--- src/rtl/apb_fifo_port.sv ---
// APB slave exposing NCH external FIFO channels as DATA / STATUS / CNT registers.
// Blocked FIFO accesses wait in WAIT until the FIFO is ready or the timeout expires.
module apb_fifo_port #(
    parameter int unsigned NCH   = 2,
    parameter int unsigned WIDTH = 32,
    parameter int unsigned LVLW  = 5,
    parameter logic [31:0] BASE  = 32'h2000_0000,
    parameter int unsigned TMO   = 16
) (
    input  logic                 clk,
    input  logic                 rst_n,
    input  logic                 psel,
    input  logic                 penable,
    input  logic                 pwrite,
    input  logic [31:0]          paddr,
    input  logic [31:0]          pwdata,
    output logic [31:0]          prdata,
    output logic                 pready,
    output logic                 pslverr,
    output logic [NCH-1:0]       wr_en,
    output logic [WIDTH-1:0]     wr_data,
    output logic [NCH-1:0]       rd_en,
    input  logic [NCH*WIDTH-1:0] rd_data,
    input  logic [NCH-1:0]       fifo_full,
    input  logic [NCH-1:0]       fifo_empty,
    input  logic [NCH*LVLW-1:0]  fifo_level
);

    localparam int unsigned CNTW = 16;
    localparam int unsigned TMOW = 8;

    typedef enum logic [4:0] {
        IDLE  = 5'b00001,
        EVAL  = 5'b00010,
        WAIT  = 5'b00100,
        RDLAT = 5'b01000,
        RESP  = 5'b10000
    } state_t;

    state_t              state_q, state_d;
    logic [TMOW-1:0]     tmo_q, tmo_d;
    logic [NCH*CNTW-1:0] cnt_q, cnt_d;
    logic [31:0]         prdata_q, prdata_d;
    logic                rd_pass_q, rd_pass_d;
    logic                pready_d, pslverr_d;
    logic [NCH-1:0]      wr_en_d, rd_en_d;
    logic [WIDTH-1:0]    wr_data_d;
    logic                cnt_inc, cnt_clr, act;

    // Address decode and per-channel status selection
    logic [31:0]      rel;
    logic [1:0]       ch;
    logic [3:0]       off;
    logic             dec_err, is_stat, is_cnt, blocked;
    logic [NCH-1:0]   ch_oh;
    logic             full_sel, empty_sel;
    logic [LVLW-1:0]  lvl_sel;
    logic [CNTW-1:0]  cnt_sel;
    logic [WIDTH-1:0] rd_sel;

    always_comb begin
        rel       = paddr - BASE;
        ch        = rel[5:4];
        off       = rel[3:0];
        ch_oh     = '0;
        full_sel  = 1'b0;
        empty_sel = 1'b0;
        lvl_sel   = '0;
        cnt_sel   = '0;
        rd_sel    = '0;
        for (int unsigned i = 0; i < NCH; i++) begin
            if (ch == 2'(i)) begin
                ch_oh[i]  = 1'b1;
                full_sel  = fifo_full[i];
                empty_sel = fifo_empty[i];
                lvl_sel   = fifo_level[i*LVLW +: LVLW];
                cnt_sel   = cnt_q[i*CNTW +: CNTW];
                rd_sel    = rd_data[i*WIDTH +: WIDTH];
            end
        end
        dec_err = (rel[31:4] >= 28'(NCH)) || (off[1:0] != 2'd0) || (off[3:2] == 2'd3)
                  || ((off[3:2] == 2'd1) && pwrite);
        is_stat = (off[3:2] == 2'd1);
        is_cnt  = (off[3:2] == 2'd2);
        blocked = pwrite ? full_sel : empty_sel;
    end

    // Next-state and registered-output logic
    always_comb begin
        state_d   = state_q;
        tmo_d     = tmo_q;
        pready_d  = 1'b0;
        pslverr_d = 1'b0;
        prdata_d  = '0;
        rd_pass_d = 1'b0;
        wr_en_d   = '0;
        rd_en_d   = '0;
        wr_data_d = wr_data;
        cnt_inc   = 1'b0;
        cnt_clr   = 1'b0;
        act       = 1'b0;
        case (state_q)
            IDLE: if (psel && penable && !pready) state_d = EVAL;
            EVAL: begin
                if (!psel) begin
                    state_d = IDLE;
                end else if (dec_err) begin
                    state_d   = RESP;
                    pready_d  = 1'b1;
                    pslverr_d = 1'b1;
                end else if (is_stat) begin
                    state_d  = RESP;
                    pready_d = 1'b1;
                    prdata_d = 32'({full_sel, empty_sel, lvl_sel});
                end else if (is_cnt) begin
                    state_d  = RESP;
                    pready_d = 1'b1;
                    if (pwrite) cnt_clr = 1'b1;
                    else        prdata_d = 32'(cnt_sel);
                end else if (blocked) begin
                    state_d = WAIT;
                    tmo_d   = TMOW'(TMO);
                end else begin
                    act = 1'b1;
                end
            end
            WAIT: begin
                if (!psel) begin
                    state_d = IDLE;
                    tmo_d   = '0;
                end else if (!blocked) begin
                    act   = 1'b1;
                    tmo_d = '0;
                end else if (tmo_q <= TMOW'(1)) begin
                    state_d   = RESP;
                    pready_d  = 1'b1;
                    pslverr_d = 1'b1;
                    tmo_d     = '0;
                end else begin
                    tmo_d = tmo_q - TMOW'(1);
                end
            end
            RDLAT: begin
                if (!psel) begin
                    state_d = IDLE;
                end else begin
                    state_d   = RESP;
                    pready_d  = 1'b1;
                    rd_pass_d = 1'b1;
                end
            end
            RESP:    state_d = IDLE;
            default: state_d = IDLE;
        endcase
        if (act) begin
            if (pwrite) begin
                wr_en_d   = ch_oh;
                wr_data_d = WIDTH'(pwdata);
                cnt_inc   = 1'b1;
                state_d   = RESP;
                pready_d  = 1'b1;
            end else begin
                rd_en_d = ch_oh;
                state_d = RDLAT;
            end
        end
    end

    // Push counters: a clear takes priority over an increment on the same channel
    always_comb begin
        cnt_d = cnt_q;
        for (int unsigned i = 0; i < NCH; i++) begin
            if (ch_oh[i]) begin
                if (cnt_clr)      cnt_d[i*CNTW +: CNTW] = '0;
                else if (cnt_inc) cnt_d[i*CNTW +: CNTW] = cnt_q[i*CNTW +: CNTW] + CNTW'(1);
            end
        end
    end

    always_ff @(posedge clk) begin
        if (!rst_n) begin
            state_q   <= IDLE;
            tmo_q     <= '0;
            cnt_q     <= '0;
            prdata_q  <= '0;
            rd_pass_q <= 1'b0;
            pready    <= 1'b0;
            pslverr   <= 1'b0;
            wr_en     <= '0;
            rd_en     <= '0;
            wr_data   <= '0;
        end else begin
            state_q   <= state_d;
            tmo_q     <= tmo_d;
            cnt_q     <= cnt_d;
            prdata_q  <= prdata_d;
            rd_pass_q <= rd_pass_d;
            pready    <= pready_d;
            pslverr   <= pslverr_d;
            wr_en     <= wr_en_d;
            rd_en     <= rd_en_d;
            wr_data   <= wr_data_d;
        end
    end

    // Popped data arrives from the FIFO's own output register in the response cycle
    assign prdata = rd_pass_q ? 32'(rd_sel) : prdata_q;

endmodule

--- config.mk ---
export PLATFORM = sky130hd
export DESIGN_NAME = apb_fifo_port
export DESIGN_NICKNAME = d
export VERILOG_FILES = /design/src/rtl/apb_fifo_port.sv
export SDC_FILE = /design/constraint.sdc
export NUM_CORES = 1
export LEC_CHECK = 0
export CAP_MARGIN = 15
export CORE_ASPECT_RATIO = 0.5
export CORE_MARGIN = 4
export CORE_UTILIZATION = 43
export DETAILED_ROUTE_END_ITERATION = 12
export PLACE_DENSITY = 0.84
export SYNTH_ARGS = -nofsm -noshare
export SYNTH_HDL_FRONTEND = slang
export SYNTH_SLANG_ARGS = --single-unit
--- constraint.sdc ---
create_clock -name clk -period 3.2 [get_ports clk]
set_input_delay 0.48 -clock clk [delete_from_list [all_inputs] [get_ports clk]]
set_output_delay 0.48 -clock clk [all_outputs]
set_load 0.1 [all_outputs]
## Word level (Yosys, flattened, before mapping)

Index checks and enable logic that the tools add are counted.

| operators by class | value |
|---|---|
| add/subtract/negate cells | 4 |
| magnitude comparators | 2 |
| equality and inequality tests | 17 |
| muxes and demuxes | 71 |
| bitwise operators | 5 |
| reductions and logical operators | 22 |

Operator list:

| cell | number |
|---|---|
| 16-bit 2-to-1 mux | 6 |
| 32-bit 2-to-1 mux | 3 |
| 5-bit 2-to-1 mux | 14 |
| 8-bit 2-to-1 mux | 8 |
| 16-bit by 1-bit adder with 16-bit output (second input constant) | 2 |
| 1-bit 2-to-1 mux | 32 |
| 32-bit by 30-bit subtractor with 32-bit output (second input constant) | 1 |
| 28-bit by 2-bit >= comparator with 1-bit output (second input constant) | 1 |
| 7-bit 2-to-1 mux | 3 |
| 5-bit case mux with 4 select lines | 1 |
| 8-bit case mux with 2 select lines | 1 |
| 2-bit inequality test (second input constant) | 5 |
| 8-bit by 1-bit <= comparator with 1-bit output (second input constant) | 1 |
| 4-bit inequality test (second input constant) | 2 |
| 2-bit AND reduction | 4 |
| 8-bit by 1-bit subtractor with 8-bit output (second input constant) | 1 |
| 7-bit inequality test (second input constant) | 1 |
| 7-bit OR reduction | 1 |
| 6-bit AND reduction | 1 |
| 2-bit nonzero test | 3 |
| 6-bit OR reduction | 1 |
| 5-bit by 1-bit equality test with 1-bit output (second input constant) | 1 |
| 5-bit by 2-bit equality test with 1-bit output (second input constant) | 1 |
| 5-bit by 3-bit equality test with 1-bit output (second input constant) | 1 |
| 15 further kinds | 26 |

| storage, ports and cells | value |
|---|---|
| flip-flop bits (word level) | 116 |
| input port bits | 147 |
| output and inout bits | 70 |
| word-level logic and storage cells | 134 |

## Logic depth before layout (Yosys ltp)

Gate-level depths: netlist of the first run.

| logic depth | value |
|---|---|
| word-level depth | 14 |
| gate-level depth with buffers | 10 |
| mapped depth without buffers | 8 |

## Worst setup path before layout of the first run

Ideal clock, no wire load.

| timing | value |
|---|---|
| path type | in2out |
| start | input paddr[4] |
| end | output prdata[10] |
| arrival time | 3.089 ns |
| required time | 2.720 ns |
| path slack | -0.369 ns |
| stages | 5 |
| cell sequence | buf_2 > buf_1 > buf_1 > mux2i_1 > o22ai_1 |

| between the ends | value |
|---|---|
| word-level cells in the longest chain between the ends | 5 |
| elaborated cells between the ends (all ways) | 6 |
| classes of those cells | 1 x add/sub; 1 x eq/ne; 3 x mux; 1 x reduce/logical |

RTL lines:

| item | line | text |
|---|---|---|
| start, declared | 15 | `input logic [31:0] paddr,` |
| 32-bit by 30-bit subtractor with 32-bit output (*) | 62 | `rel = paddr - BASE;` |
| 2-bit logical NOT | 72 | `if (ch == 2'(i)) begin` |
| 32-bit 2-to-1 mux | 72 |  |
| 32-bit 2-to-1 mux (*) | 72 |  |
| 32-bit 2-to-1 mux (*) | 207 | `assign prdata = rd_pass_q ? 32'(rd_sel) : prdata_q;` |
| end, declared | 17 | `output logic [31:0] prdata,` |

Every way passes the cells marked *; elsewhere a longest branch is shown, timed or not.

## Final worst setup path of the first run

| timing | value |
|---|---|
| start | register rd_pass_q |
| end | output prdata[7] |

| between the ends | value |
|---|---|
| word-level cells in the longest chain between the ends | 1 |

RTL lines:

| item | line | text |
|---|---|---|
| start, declared | 44 | `logic rd_pass_q, rd_pass_d;` |
| start signal, assigned | 197 | `rd_pass_q <= rd_pass_d;` |
| 32-bit 2-to-1 mux | 207 |  |

Every way passes these cells.

==> reports/results.tsv, run 1 <==
metric	value	unit
status	complete, no violations	
clock.fmax	0.337	GHz
nets	1014	
hp-start	wr_data[17]$_SDFFE_PN0P_	
wl	16400	µm
synth_area	0.00520	mm²
grt_max_degree	59	
routedWlPerCell	15.9	µm
hold_depth	2	
clk_pin_slew	0.07	ns
area_growth	60.0	%
cp_max_fo	20	
ctsHoldBuffers	0	
r2r-start	state_q[4]$_SDFFE_PN0P_	
gp_congestion	0.936	
yosys_warnings	0	
final.period_utilization	92.7	%
power_density	339	mW/mm²
hold_path.class	reg2reg	
cellLeakagePower	2.93	nW
antenna_found_initial	0	
via_per_inst	5.56	
rows	28	
end_kind	primary output	
startpoint_type	register	
cts_buffers	9	
drt_first_iter_violations	423	
dp_hpwl	12500	µm
die_w	164	µm
setup_tns	0	ns
setup_violations	0	
vias	5718	
min_to	wr_data[17]$_SDFFE_PN0P_	
rsz0062_at_grt	no	
cts_tree	yes	
clkLatencyLatePin	0.34	ns
first_pass_iters	7	
synth-main-ff-cell	dfxtp_1	
cts_buffer_depth	2	
cap_viol_max_count	0	
die-area	0.0140	mm²
period_needed	2.97	ns
portBuffers	216	
reg2reg_depth	7	
crit_type	reg2out	
clock-sinks	100	
track_usage	23.0	%
htreeDepth	3	
ys_types	55	
regToRegSetupSlack	0.65	ns
worst_slew_pin_slew	0.993	ns
syn-num-nets	812	
timing.rr.end	cnt_q[7]$_SDFFE_PN0P_	
syn-instance-count	657	
cts-root-buf	clkbuf_16	
cts_setup_buffers	0	
grt.overflow.total	0	
drive_gt1_share	14.2	%
start_util	44.1	%
slew_headroom	33.6	%
synthArstFlopShare	0	%
fin_worst_skew	0.00638	ns
ir_drop	0.261	mV
num_io_pins	217	
whs	0.453	ns
ys_seq_area_share	38.5	%
grt_pass1_wl	26900	µm
diodes	0	
ys_ff_latch	100	
slew_viol_final	0	
die_h	85.8	µm
critPathArrivalTime	2.49	ns
ctsResizeCount	0	
drcViolationCount	0	
ant_nets	0	
grt_pass1_vias	5491	
hold_viol	0	
core_area	0.0118	mm²
avgSynthCellArea	7.92	µm²
synth_edf_count	0	
cp.required	2.72	ns
## layout make-up
cell class | count | area [µm²]
multi-input combinational | 490 | 3070
timing repair buffer | 232 | 2590
tap | 165 | 206
clock inverter | 5 | 108
sequential | 100 | 2000
fill | 935 | 3490
inverter | 26 | 97.6
clock buffer | 11 | 243
## worst max-delay path, stage by stage (launching register included)
cell      delay (ns)
dfxtp_1         0.92
nand2b_2        0.42
buf_4           0.37
o22ai_2         0.21
buf_12          0.21
## synthesized netlist by cell type, types with 4 or more instances
master	number	area, µm²
nand3b_1	6	45.0
nor3_1	6	30.0
nor4b_1	4	35.0
ha_1	8	100
a22oi_1	14	105
buf_1	6	22.5
mux2_2	5	56.3
o22ai_1	17	106
nor2_1	58	218
nand3_1	16	80.1
dfxtp_1	100	2000
or2_2	5	31.3
clkbuf_1	30	113
o21ai_0	23	115
a31oi_1	4	25.0
or3_1	16	100
inv_1	25	93.8
o31ai_1	17	128
nand2b_1	6	37.5
a22o_1	6	52.6
nor4_1	12	75.1
nand2_1	91	342
nand4_1	13	81.3
and4_1	4	35.0
or4_1	15	113
mux2i_1	35	350
a21oi_1	72	360
## logic make-up (layout without fill, tap and decap cells)
family                     after synthesis  count (layout)  synth area share, %
and+or+nand+nor                        267             267                 25.8
xor gates and xnor gates                 5               5                0.842
AOI/OAI and AO/OA                      170             170                 20.0
adders and majority gates                8               8                 1.92
buffers and inverters                   67             274                 5.20
DFF                                    100             100                 38.5
muxes                                   40              40                 7.82
## where the power goes
part | switching [mW] | internal [mW] | leakage, nW
combinational | 0.112 | 0.206 | 1.96
sequential | 0.00202 | 1.24 | 0.805
clock | 0.467 | 0.790 | 0.170
total | 0.581 | 2.24 | 2.93
## state kept, by name, summed over array words and instances (netlist names)
signal	flops
rd_en	2
wr_data	32
rd_pass_q	1
prdata_q	16
cnt_q	32
tmo_q	8
pready	1
wr_en	2
pslverr	1
state_q	5
## stage by stage
| step | setup WS (ns) | cell area (µm²) | std cells | power (mW) | utilization, % |
|---|---|---|---|---|---|
| floorplan | 0.148 | 5330 | 657 | 1.38 | - |
| finish | 0.234 | 8320 | 1029 | 2.82 | 70.5 |
| global placement | 0.0844 | 7970 | 1013 | 1.59 | 67.5 |
| detailed placement | 0.0156 | 7970 | 1013 | 1.59 | 67.5 |
| CTS | 0.154 | 8320 | 1029 | 2.84 | 70.5 |
| global route | 0.0188 | 8320 | 1029 | 2.92 | 70.5 |
## how the worst max path moves through the flow
stage                          from                     end  slack, ns  cells past startpoint
2_1_floorplan              paddr[4]               prdata[0]       0.15                      4
3_5_place_dp              paddr[29]   cnt_q[7]$_SDFFE_PN0P_       0.02                     11
5_1_grt        rd_pass_q$_SDFF_PN0_               prdata[7]       0.02                      4
4_1_cts        rd_pass_q$_SDFF_PN0_               prdata[7]       0.15                      4
6_report       rd_pass_q$_SDFF_PN0_               prdata[7]       0.23                      4
3_3_place_gp              paddr[29]  cnt_q[13]$_SDFFE_PN0P_       0.08                     11
## cell usage in the layout, fill, tap and decap left out, types with 4 or more instances in the layout
| cell | netlist | routed |
|---|---|---|
| a21oi_1 | 72 | 71 |
| a22o_1 | 6 | 6 |
| a22oi_1 | 14 | 14 |
| a31oi_1 | 4 | 4 |
| and4_1 | 4 | 4 |
| buf_12 | 0 | 34 |
| buf_4 | 0 | 26 |
| clkbuf_16 | 0 | 9 |
| clkdlybuf4s50_1 | 0 | 171 |
| dfxtp_1 | 100 | 100 |
| ha_1 | 8 | 8 |
| inv_1 | 25 | 25 |
| mux2_2 | 5 | 5 |
| mux2i_1 | 35 | 35 |
| nand2_1 | 91 | 91 |
| nand2b_1 | 6 | 5 |
| nand3_1 | 16 | 16 |
| nand3b_1 | 6 | 6 |
| nand4_1 | 13 | 13 |
| nor2_1 | 58 | 42 |
| nor2_2 | 0 | 16 |
| nor3_1 | 6 | 6 |
| nor4_1 | 12 | 12 |
| nor4b_1 | 4 | 4 |
| o21ai_0 | 23 | 23 |
| o22ai_2 | 0 | 14 |
| o31ai_1 | 17 | 17 |
| or2_2 | 5 | 5 |
| or3_1 | 16 | 16 |
| or4_1 | 15 | 15 |
## per-layer routing
metal,wire length (µm),vias to the layer above,track usage (%)
li1,-,2789,-
met1,6970,2694,28.8
met2,7880,223,41.0
met3,1370,12,6.24
met4,125,0,3.27
met5,0,-,0
Note: power is estimated with default switching activity, not from simulation.
==> run 2, diff against run 1 <==
--- a/config.mk
+++ b/config.mk
@@ -5,7 +5,7 @@
 export SDC_FILE = /design/constraint.sdc
 export NUM_CORES = 1
 export LEC_CHECK = 0
-export CAP_MARGIN = 15
+export CAP_MARGIN = 20
 export CORE_ASPECT_RATIO = 0.5
 export CORE_MARGIN = 4
 export CORE_UTILIZATION = 43
==> results of run 2 <==
Final layout, timing and power as in run 1 (identical DEF).
==> run 3, diff against run 2 <==
--- a/config.mk
+++ b/config.mk
@@ -8,9 +8,9 @@
 export CAP_MARGIN = 20
 export CORE_ASPECT_RATIO = 0.5
 export CORE_MARGIN = 4
-export CORE_UTILIZATION = 43
+export CORE_UTILIZATION = 26
 export DETAILED_ROUTE_END_ITERATION = 12
-export PLACE_DENSITY = 0.84
+export PLACE_DENSITY = 0.56
 export SYNTH_ARGS = -nofsm -noshare
 export SYNTH_HDL_FRONTEND = slang
 export SYNTH_SLANG_ARGS = --single-unit
==> run 3 against run 2 <==
  * Maximum frequency is 2.2% higher
  * Register-to-register slack better by 0.08 ns
  * First-iteration DRC count is 20% lower
  * Hold slack better by 0.00051 ns
  * Die area is 60% higher
  * Clock skew hardly changed
  * Sequential share of layout area is 0.41 points lower
  * Combinational power hardly changed
  * Clock-buffer cell count is 1 lower
  * Clock power is 13% lower
  * Final area is 1.7% higher
  * Sequential power hardly changed
  * Critical path type is now in2reg
  * Critical endpoint is now cnt_q[7]$_SDFFE_PN0P_
  * Highest routed layer unchanged
==> reports/results.tsv, run 3 (synthesis gave the netlist of run 1 again) <==
metric	value	unit	change
setup_tns	0	ns	unchanged
reg2reg_depth	7		unchanged
dp_hpwl	13300	µm	+6.4%
cts-root-buf	clkbuf_16		
gp_congestion	0.814		-13%
finalPower	2.66	mW	-5.9%
hold_viol	0		unchanged
final_area	0.00846	mm²	+1.7%
clock.fmax	0.345	GHz	+2.2%
die_h	108	µm	+26%
critPathArrivalTime	3.18	ns	+0.69 ns
crit_type	in2reg		
ant_nets	0		unchanged
worst_slew_pin_slew	1.00	ns	+0.00780 ns
cp.required	3.48	ns	+0.76 ns
most-common-layout-cells	175 x clkdlybuf4s50_1, 100 x dfxtp_1, 91 x nand2_1		
core_area	0.0195	mm²	+66%
grt_max_degree	59		unchanged
routedWlPerCell	15.3	µm	-3.7%
antenna_found_initial	0		unchanged
setup_violations	0		unchanged
track_usage	15.3	%	-7.7 points
vias	5568		-2.6%
grt.overflow.total	0		unchanged
nets	1020		+0.59%
placed_cells	1120		+11%
cts_tree	yes		
via_per_inst	4.90		-12%
clock-sinks	100		unchanged
period_needed	2.90	ns	-0.0628 ns
area_growth	62.7	%	
cp_max_fo	58		+190%
num_io_pins	217		unchanged
status	complete, no violations		
regToRegSetupSlack	0.73	ns	+0.08 ns
timing.rr.end	cnt_q[7]$_SDFFE_PN0P_		
top_regs	cnt_q (32), wr_data (32), prdata_q (16)		
cts_buffer_depth	2		unchanged
cellLeakagePower	2.92	nW	-0.38%
crit_start	paddr[29]		
dp_slack	-0.120	ns	-0.136 ns
cp-endpoint	cnt_q[7]$_SDFFE_PN0P_		
wl	17400	µm	+6.3%
diodes	0		unchanged
placed_area	0.00816	mm²	+2.4%
final.period_utilization	90.7	%	-2.0 points
clkLatencyLatePin	0.35	ns	about the same
drt_first_iter_violations	337		-20%
slowest_stage	or4_1		
htreeDepth	3		unchanged
slew_headroom	33.1	%	-0.52 points
drive_gt1_share	14.5	%	+0.25 points
startpoint_type	primary input		
rsz0062_at_grt	no		
drcViolationCount	0		unchanged
path_cells	clkdlybuf4s50_1 -> inv_1 -> ha_1 -> nor4b_1 -> nand4_1 -> nor4_2 -> buf_4 -> a31oi_4 -> buf_12 -> or4_1 -> a21oi_1		
end_kind	register		
fin_worst_skew	0.00588	ns	-0.000496 ns
slew_viol_final	0		unchanged
start_util	26.6	%	-17 points
final-instance-count-excl-fill	1136		+10%
die-area	0.0225	mm²	+60%
mostFrequentLayoutCell	clkdlybuf4s50_1		
grt_pass1_vias	5471		-0.36%
power_density	314	mW/mm²	-7.5%
first_pass_iters	6		-1
r2r-start	state_q[4]$_SDFFE_PN0P_		
die_w	208	µm	+27%
rows	36		+29%
cts_buffers	9		unchanged
cp_slowest_stage_delay	0.52	ns	-0.40 ns
cap_viol_max_count	0		unchanged
hold_path.class	reg2reg		
clk_pin_slew	0.07	ns	about the same
worst_slack	0.297	ns	+0.0628 ns
grt_pass1_wl	28300	µm	+5.2%
portBuffers	216		unchanged
ir_drop	0.250	mV	-4.2%
==> run 3: cell types whose count changed in the layout (fill, tap and decap cells not counted), sizes merged <==
cell           before  now
inv                27   26
clkinvlp            0    4
clkdlybuf4s50     171  175
bufinv              3    1
clkbuf             11   10
buf                61   63
==> run 3: final cells by class <==
cell class,count,area [µm²]
fillers,1936,11100
clock buffers,10,229
inverters,26,97.6
well taps,266,333
clock inverters,6,65.1
repair buffers,238,2660
flip-flops and latches,100,2000
multi-input cells,490,3080
==> run 3: power by group <==
part	internal [mW]	total [mW]	switching [mW]
Combinational	0.208	0.321	0.113
Sequential	1.24	1.25	0.00200
Clock	0.605	1.09	0.484
==> run 3: repair_timing <==
item,CTS,global route
buffers inserted,0,0
setup endpoints to repair,0,1
hold buffers,0,0
resized for setup,0,1
==> run 3: routing by layer <==
metal | global-route usage, % | routed length, µm | up-vias
met3 | 4.29 | 1000 | 19
li1 | - | - | 2801
met4 | 3.19 | 197 | 0
met2 | 25.2 | 7870 | 165
met1 | 20.2 | 8300 | 2583
met5 | 0 | 0 | -
==> run 3: metrics by stage <==
step,hold WS (ns),utilization (%)
6_report,0.453,43.3
5_1_grt,0.475,43.3
4_1_cts,0.456,43.3
3_5_place_dp,0.446,41.8
3_3_place_gp,0.442,41.8
2_1_floorplan,0.424,-
==> run 3: critical path: cells and delay by family <==
| family | cells | cell delay [ns] |
|---|---|---|
| simple gates | 4 | 1.27 |
| buf+inv | 4 | 0.92 |
| fa+ha+maj | 1 | 0.26 |
| compound gates | 2 | 0.24 |
==> run 3: worst min path at each step <==
stage | start | endpoint | slack (ns) | cells after the start
CTS | wr_data[0]$_SDFFE_PN0P_ | wr_data[0]$_SDFFE_PN0P_ | 0.46 | 2
floorplan | tmo_q[7]$_SDFFE_PN0P_ | tmo_q[7]$_SDFFE_PN0P_ | 0.42 | 1
finish | wr_data[0]$_SDFFE_PN0P_ | wr_data[0]$_SDFFE_PN0P_ | 0.45 | 2
global placement | wr_data[6]$_SDFFE_PN0P_ | wr_data[6]$_SDFFE_PN0P_ | 0.44 | 2
global route | tmo_q[7]$_SDFFE_PN0P_ | tmo_q[7]$_SDFFE_PN0P_ | 0.48 | 1
detailed placement | wr_data[0]$_SDFFE_PN0P_ | wr_data[0]$_SDFFE_PN0P_ | 0.45 | 2
